### config.mk
export PLATFORM = sky130hd
export DESIGN_NAME = uart_mem_bridge
export DESIGN_NICKNAME = d
export VERILOG_FILES = /design/src/rtl/uart_mem_bridge_pkg.sv /design/src/rtl/uart_mem_bridge_tx_seq.sv /design/src/rtl/uart_mem_bridge.sv
export SDC_FILE = /design/constraint.sdc
export NUM_CORES = 1
export LEC_CHECK = 0
export ABC_CLOCK_PERIOD_IN_PS = 1700
export BUFFER_PORTS_ARGS = -buffer_cell sky130_fd_sc_hd__buf_2
export CAP_MARGIN = 20
export CORE_MARGIN = 3
export CORE_UTILIZATION = 35
export CTS_CLUSTER_SIZE = 10
export DETAILED_ROUTE_END_ITERATION = 10
export SYNTH_ARGS = -nofsm -noshare
export SYNTH_HDL_FRONTEND = slang
export SYNTH_SLANG_ARGS = --single-unit
export TNS_END_PERCENT = 1
### constraint.sdc
create_clock -name clk -period 1.7 [get_ports clk]
set_clock_uncertainty 0.15 [all_clocks]
set_input_delay 0 -clock clk [delete_from_list [all_inputs] [get_ports clk]]
set_output_delay 0 -clock clk [all_outputs]
set_load 0.03 [all_outputs]
### src/rtl/uart_mem_bridge_pkg.sv
// Shared definitions for the UART memory bridge: command codes, response
// codes, main and transmit sequencer state encodings.
package uart_mem_bridge_pkg;

   localparam logic [7:0] CMD_W = 8'h57;   // 'W' word write
   localparam logic [7:0] CMD_R = 8'h52;   // 'R' word read
   localparam logic [7:0] CMD_H = 8'h48;   // 'H' hold CPU
   localparam logic [7:0] CMD_G = 8'h47;   // 'G' release CPU

   localparam logic [7:0] ACK = 8'h06;
   localparam logic [7:0] NAK = 8'h15;

   // Number of response bytes for single-byte replies and for read data
   localparam logic [2:0] RESP_ONE  = 3'd1;
   localparam logic [2:0] RESP_WORD = 3'd4;

   typedef enum logic [2:0] {
      ST_IDLE,
      ST_ADDR,
      ST_DATA,
      ST_WRITE,
      ST_READ,
      ST_READ_WAIT,
      ST_SEND
   } state_t;

   typedef enum logic [1:0] {
      TXS_IDLE,
      TXS_SEND,
      TXS_GAP
   } tx_state_t;

endpackage

### src/rtl/uart_mem_bridge_tx_seq.sv
// Response transmitter sequencer: holds up to four response bytes and feeds
// them LSB first to the UART transmitter, waiting for it to go idle and
// leaving a short blind window after each launch while its busy flag rises.
module uart_mem_bridge_tx_seq
   import uart_mem_bridge_pkg::*;
#(
   parameter int TX_GAP = 2
) (
   input  logic        clk,
   input  logic        reset,
   input  logic        i_start,
   input  logic [31:0] i_data,
   input  logic [2:0]  i_count,
   input  logic        i_tx_busy,
   output logic        o_busy,
   output logic        o_tx_valid,
   output logic [7:0]  o_tx_byte
);

   localparam logic [7:0] GAP_LAST = 8'(TX_GAP - 1);

   tx_state_t   r_state;
   tx_state_t   w_state_nxt;
   logic [31:0] r_shift;
   logic [2:0]  r_count;
   logic [7:0]  r_gap;
   logic        r_tx_valid;
   logic [7:0]  r_tx_byte;

   // State register
   always_ff @(posedge clk) begin
      if (reset) r_state <= TXS_IDLE;
      else       r_state <= w_state_nxt;
   end

   // Next-state logic: launch when transmitter idle, then sit out the gap
   always_comb begin
      w_state_nxt = r_state;
      case (r_state)
         TXS_IDLE: if (i_start)    w_state_nxt = TXS_SEND;
         TXS_SEND: if (!i_tx_busy) w_state_nxt = TXS_GAP;
         TXS_GAP: begin
            if (r_gap == GAP_LAST) w_state_nxt = (r_count != 3'd0) ? TXS_SEND : TXS_IDLE;
         end
         default: w_state_nxt = TXS_IDLE;
      endcase
   end

   // Response shift register, byte counter, gap counter and tx outputs
   always_ff @(posedge clk) begin
      if (reset) begin
         r_shift    <= '0;
         r_count    <= '0;
         r_gap      <= '0;
         r_tx_valid <= 1'b0;
         r_tx_byte  <= '0;
      end else begin
         r_tx_valid <= 1'b0;
         case (r_state)
            TXS_IDLE: begin
               if (i_start) begin
                  r_shift <= i_data;
                  r_count <= i_count;
               end
            end
            TXS_SEND: begin
               if (!i_tx_busy) begin
                  r_tx_valid <= 1'b1;
                  r_tx_byte  <= r_shift[7:0];
                  r_shift    <= {8'h00, r_shift[31:8]};
                  r_count    <= r_count - 3'd1;
                  r_gap      <= '0;
               end
            end
            TXS_GAP: r_gap <= r_gap + 8'd1;
            default: ;
         endcase
      end
   end

   assign o_busy     = (r_state != TXS_IDLE);
   assign o_tx_valid = r_tx_valid;
   assign o_tx_byte  = r_tx_byte;

endmodule

### src/rtl/uart_mem_bridge.sv
// UART-driven memory bus initiator. Decodes W/R/H/G command frames from the
// receive byte stream, performs single word accesses on the CPU-style memory
// bus and returns ACK/NAK or read data through the transmit sequencer.
module uart_mem_bridge
   import uart_mem_bridge_pkg::*;
#(
   parameter int TIMEOUT_CYCLES = 2_700_000,
   parameter int TX_GAP         = 2
) (
   input  logic        clk,
   input  logic        reset,
   input  logic        rx_valid,
   input  logic [7:0]  rx_byte,
   output logic        tx_valid,
   output logic [7:0]  tx_byte,
   input  logic        tx_busy,
   output logic [31:0] mem_addr,
   output logic        mem_rstrb,
   output logic [31:0] mem_wdata,
   output logic [3:0]  mem_wmask,
   input  logic [31:0] mem_rdata,
   output logic        cpu_hold
);

   localparam logic [31:0] TMO_LAST = 32'(TIMEOUT_CYCLES - 1);

   state_t      r_state;
   state_t      w_state_nxt;
   logic        r_is_write;
   logic [1:0]  r_byte_cnt;
   logic [23:0] r_addr_sh;
   logic [31:0] r_mem_addr;
   logic [31:0] r_wdata;
   logic        r_hold;
   logic [31:0] r_tmo;

   logic        w_in_frame;
   logic        w_tmo_hit;
   logic        w_start;
   logic [31:0] w_start_data;
   logic [2:0]  w_start_cnt;
   logic        w_seq_busy;

   // A byte arriving on the expiry cycle wins over the timeout
   assign w_in_frame = (r_state == ST_ADDR) || (r_state == ST_DATA);
   assign w_tmo_hit  = w_in_frame && !rx_valid && (r_tmo >= TMO_LAST);

   // State register
   always_ff @(posedge clk) begin
      if (reset) r_state <= ST_IDLE;
      else       r_state <= w_state_nxt;
   end

   // Command decode, frame sequencing and response launch
   always_comb begin
      w_state_nxt  = r_state;
      w_start      = 1'b0;
      w_start_data = '0;
      w_start_cnt  = '0;
      case (r_state)
         ST_IDLE: begin
            if (rx_valid) begin
               if (rx_byte == CMD_W || rx_byte == CMD_R) begin
                  w_state_nxt = ST_ADDR;
               end else begin
                  w_start      = 1'b1;
                  w_start_cnt  = RESP_ONE;
                  w_start_data = (rx_byte == CMD_H || rx_byte == CMD_G) ? {24'h0, ACK} : {24'h0, NAK};
                  w_state_nxt  = ST_SEND;
               end
            end
         end
         ST_ADDR: begin
            if (rx_valid) begin
               if (r_byte_cnt == 2'd3) w_state_nxt = r_is_write ? ST_DATA : ST_READ;
            end else if (w_tmo_hit) begin
               w_state_nxt = ST_IDLE;
            end
         end
         ST_DATA: begin
            if (rx_valid) begin
               if (r_byte_cnt == 2'd3) w_state_nxt = ST_WRITE;
            end else if (w_tmo_hit) begin
               w_state_nxt = ST_IDLE;
            end
         end
         ST_WRITE: begin
            w_start      = 1'b1;
            w_start_cnt  = RESP_ONE;
            w_start_data = {24'h0, ACK};
            w_state_nxt  = ST_SEND;
         end
         ST_READ: w_state_nxt = ST_READ_WAIT;
         ST_READ_WAIT: begin
            w_start      = 1'b1;
            w_start_cnt  = RESP_WORD;
            w_start_data = mem_rdata;
            w_state_nxt  = ST_SEND;
         end
         ST_SEND: if (!w_seq_busy) w_state_nxt = ST_IDLE;
         default: w_state_nxt = ST_IDLE;
      endcase
   end

   // Receive shift registers, byte counter, hold flag and inter-byte timeout
   always_ff @(posedge clk) begin
      if (reset) begin
         r_is_write <= 1'b0;
         r_byte_cnt <= '0;
         r_addr_sh  <= '0;
         r_mem_addr <= '0;
         r_wdata    <= '0;
         r_hold     <= 1'b0;
         r_tmo      <= '0;
      end else begin
         if (w_in_frame && !rx_valid) r_tmo <= r_tmo + 32'd1;
         else                         r_tmo <= '0;
         case (r_state)
            ST_IDLE: begin
               if (rx_valid) begin
                  r_byte_cnt <= '0;
                  r_is_write <= (rx_byte == CMD_W);
                  if (rx_byte == CMD_H)      r_hold <= 1'b1;
                  else if (rx_byte == CMD_G) r_hold <= 1'b0;
               end
            end
            ST_ADDR: begin
               if (rx_valid) begin
                  r_addr_sh  <= {rx_byte, r_addr_sh[23:8]};
                  r_byte_cnt <= r_byte_cnt + 2'd1;
                  if (r_byte_cnt == 2'd3) r_mem_addr <= {rx_byte, r_addr_sh} & 32'hFFFF_FFFC;
               end
            end
            ST_DATA: begin
               if (rx_valid) begin
                  r_wdata    <= {rx_byte, r_wdata[31:8]};
                  r_byte_cnt <= r_byte_cnt + 2'd1;
               end
            end
            default: ;
         endcase
      end
   end

   uart_mem_bridge_tx_seq #(
      .TX_GAP(TX_GAP)
   ) u_tx_seq (
      .clk       (clk),
      .reset     (reset),
      .i_start   (w_start),
      .i_data    (w_start_data),
      .i_count   (w_start_cnt),
      .i_tx_busy (tx_busy),
      .o_busy    (w_seq_busy),
      .o_tx_valid(tx_valid),
      .o_tx_byte (tx_byte)
   );

   assign mem_addr  = r_mem_addr;
   assign mem_wdata = r_wdata;
   assign mem_wmask = (r_state == ST_WRITE) ? 4'b1111 : 4'b0000;
   assign mem_rstrb = (r_state == ST_READ);
   assign cpu_hold  = r_hold;

endmodule

==> metrics.txt <==
crit path time final ~1.9 ns; RSZ-0062 raised after global routing yes; ratio of cells with drive above 1 in the final layout roughly 29%; CP Launch Type flop; Final Max Slew Viols 0; Synth Cell Area about 7500 um^2; Max-Cap Viols 0; cells after synthesis slightly above 900; Die Height 152 um; CTS clk-pin slew, worst paths 0.07 ns; P_sw between 4 and 5 mW; final core occ 49.9%; Power Density 1220 nW/um^2; Area after DPL ~9000 um^2; Final Non-Filler Cells between 1000 and 1500; Placer Congestion roughly 0.79; crit path DAT around 2.1 ns; Hold Crit Class primary input to flop; clock network power share 28.9%; Core Box Area between 20000 and 25000 um^2; min setup slack post-route -0.212 ns; Final HPWL DP roughly 13000 um; CTS buffer count 17; # diodes 0; post-layout power 12.6 mW; worst endpoint required time between 1.5 and 2 ns; failing checks negative setup slack; distinct cell type count after synthesis 60; sequential power share about two fifths; Max Freq 523 MHz; sequential-to-total area share from yosys stat a little under half; EDFF count, synth 0; Synthesis Warnings 0; initial antenna violation count 0; FF+latch count, synth ~180; CTS tree yes; port bufs 120; insertion delay to the later sink of the worst-skew pair roughly 0.43 ns; vias per cell about 5; Final Hold Fails 0; Async SR Flop Fraction 0%; Leakage approximately 4 nW; ys flop type dfxtp_1; nets about 1200; H-tree depth 4; die area between 20000 and 25000 um^2; Max Root-Sink Buffers 2; Logic pwr share around 33%; Vias ~7000; top post-synthesis cells by area dfxtp_1 47%, nand2_1 11%, a21oi_1 7.8%; placed cell count 1337; Setup Viol. Count Final 21; postcts setup bufs 0; Sw Ratio about a third; max_slew headroom 52.6%; WL/cell approximately 14 um; Int Power between 8 and 9 mW; WS Path Type flop to flop; Worst Setup End Kind flop; P&R area growth vs syn 37.2%; residual DRC count 0; IO Pins 123; initial core utilization 36.4%; Least-Margin Pin Slew about 0.71 ns; std cell rows 52; status complete, but fails checks; FILL cells just under 2000; total wire length 20300 um; All-Layer GR Usage approximately 17%; global-route wire length before repair between 30000 and 40000 um; largest net degree at the start of global routing 144; VDD IR max just under 1 mV; width of the die between 150 and 200 um; CP max FO 2; post-route cell area around 10000 um^2; Final ANT Viol Nets 0; GRT overflow 0; First-pass DRT Iterations 5; Avg Cell Area, Syn between 8 and 9 um^2; Synth area leader dfxtp_1; final worst path period share 112%; CTS root buffer clkbuf_16; Synth top area share a little under half; vias in the first global route ~6600; clk sinks about 180; Initial DRC Count approximately 460
## metrics by stage
step	hold slack, ns	setup WS (ns)	TNS (ns)
6_report	0.0367	-0.212	-1.11
5_1_grt	0.0526	-0.335	-6.94
4_1_cts	0.0188	-0.250	-2.53
3_5_place_dp	0.117	-0.311	-17.59
3_3_place_gp	0.114	-0.266	-12.74
2_1_floorplan	-0.0140	-0.0962	-2.16
## cells in the final DEF, fill, tap and decap left out, types with 5 or more instances in the layout
master,Yosys,final
a211oi_1,7,5
a21oi_1,117,115
a221oi_2,10,20
a31oi_1,6,6
and3_1,7,5
buf_12,0,12
buf_2,22,115
buf_4,7,90
clkbuf_16,0,17
dfxtp_1,177,173
dlygate4sd3_1,0,44
ha_1,6,5
inv_1,10,10
nand2_1,221,218
nand3_1,24,20
nand3b_1,6,6
nand4_1,8,8
nor2_1,85,83
nor3_1,26,20
nor3_2,10,16
o21ai_0,10,9
xnor2_1,18,18
xor2_1,13,13
## cell type report
type                       count  area [um^2]  area share (%)
multi-input combinational    661         3870            37.6
sequential                   177         3550            34.5
timing repair buffer         263         1960            19.0
clock buffer                  19          433            4.21
tap                          270          338            3.28
clock inverter                12          100           0.973
inverter                      10         37.5           0.365
## flip-flops by register name, indices dropped and copies added (netlist names)
signal / flops
mem_wdata: 32
r_tmo: 32
u_tx_seq.r_shift: 32
mem_addr: 30
r_addr_sh: 22
u_tx_seq.o_tx_byte: 8
u_tx_seq.r_gap: 8
r_state: 3
u_tx_seq.r_count: 3
r_byte_cnt: 2
u_tx_seq.r_state: 2
cpu_hold: 1
r_is_write: 1
u_tx_seq.o_tx_valid: 1
## routing by layer
layer	vias to the layer above	GRT usage [%]	share of wire [%]
li1	3558	-	-
met1	3255	23.9	48
met2	150	26.8	46
met3	22	3.27	3.9
met4	0	5.82	1.9
met5	-	0	0
## worst max-delay path: stages (launching register included)
cell and delay [ns]:
dfxtp_1 0.31, or4_4 0.54, nor4_4 0.26, nand4b_1 0.12, o211ai_1 0.25, o221ai_1 0.15
## Yosys cell counts (11+ instances only)
master	count
nand2_1	221
dfxtp_1	177
a21oi_1	117
nor2_1	85
clkbuf_1	35
nor3_1	26
nand3_1	24
buf_2	22
xnor2_1	18
xor2_1	13
a221oi_1	11
## path summary, 6_finish.rpt
check / slack, ns / start / cells after the start / end
max: -0.21 / r_tmo[24]$_SDFF_PP0_ / 5 / r_state[1]$_SDFFE_PP0P_
min: 0.04 / rx_valid / 5 / r_is_write$_SDFFE_PP0P_
max reg2reg: -0.21 / r_tmo[24]$_SDFF_PP0_ / 5 / r_state[1]$_SDFFE_PP0P_
min reg2reg: 0.29 / r_tmo[0]$_SDFF_PP0_ / 1 / r_tmo[0]$_SDFF_PP0_
## kinds of logic after synthesis
kind of cell               Yosys count  share of synthesized area, %
AOI/OAI and AO/OA                  184                          15.4
xor gates and xnor gates            31                          3.62
adders and majority gates            6                          1.00
buffers and inverters               80                          4.94
DFF                                177                          47.2
muxes                                5                         0.717
other                                1                        0.0500
and+or+nand+nor                    433                          27.0
## power groups by stage
stage / logic, mW / registers, mW / clock network [mW]
2_1_floorplan: 2.53 / 4.85 / 0
3_3_place_gp: 3.72 / 4.88 / 0
3_5_place_dp: 3.74 / 4.89 / 0
4_1_cts: 3.93 / 4.81 / 3.72
5_1_grt: 4.58 / 4.87 / 3.91
6_report: 4.14 / 4.82 / 3.64
## what timing repair did
action	4_1_cts	5_1_grt
cloned	0	0
hold buffers	44	0
endpoints found under the setup margin	161	155
pin swaps	5	9
endpoints found under the hold margin	81	0
gates resized for setup	26	45
Note: power is estimated with default switching activity, not from simulation.
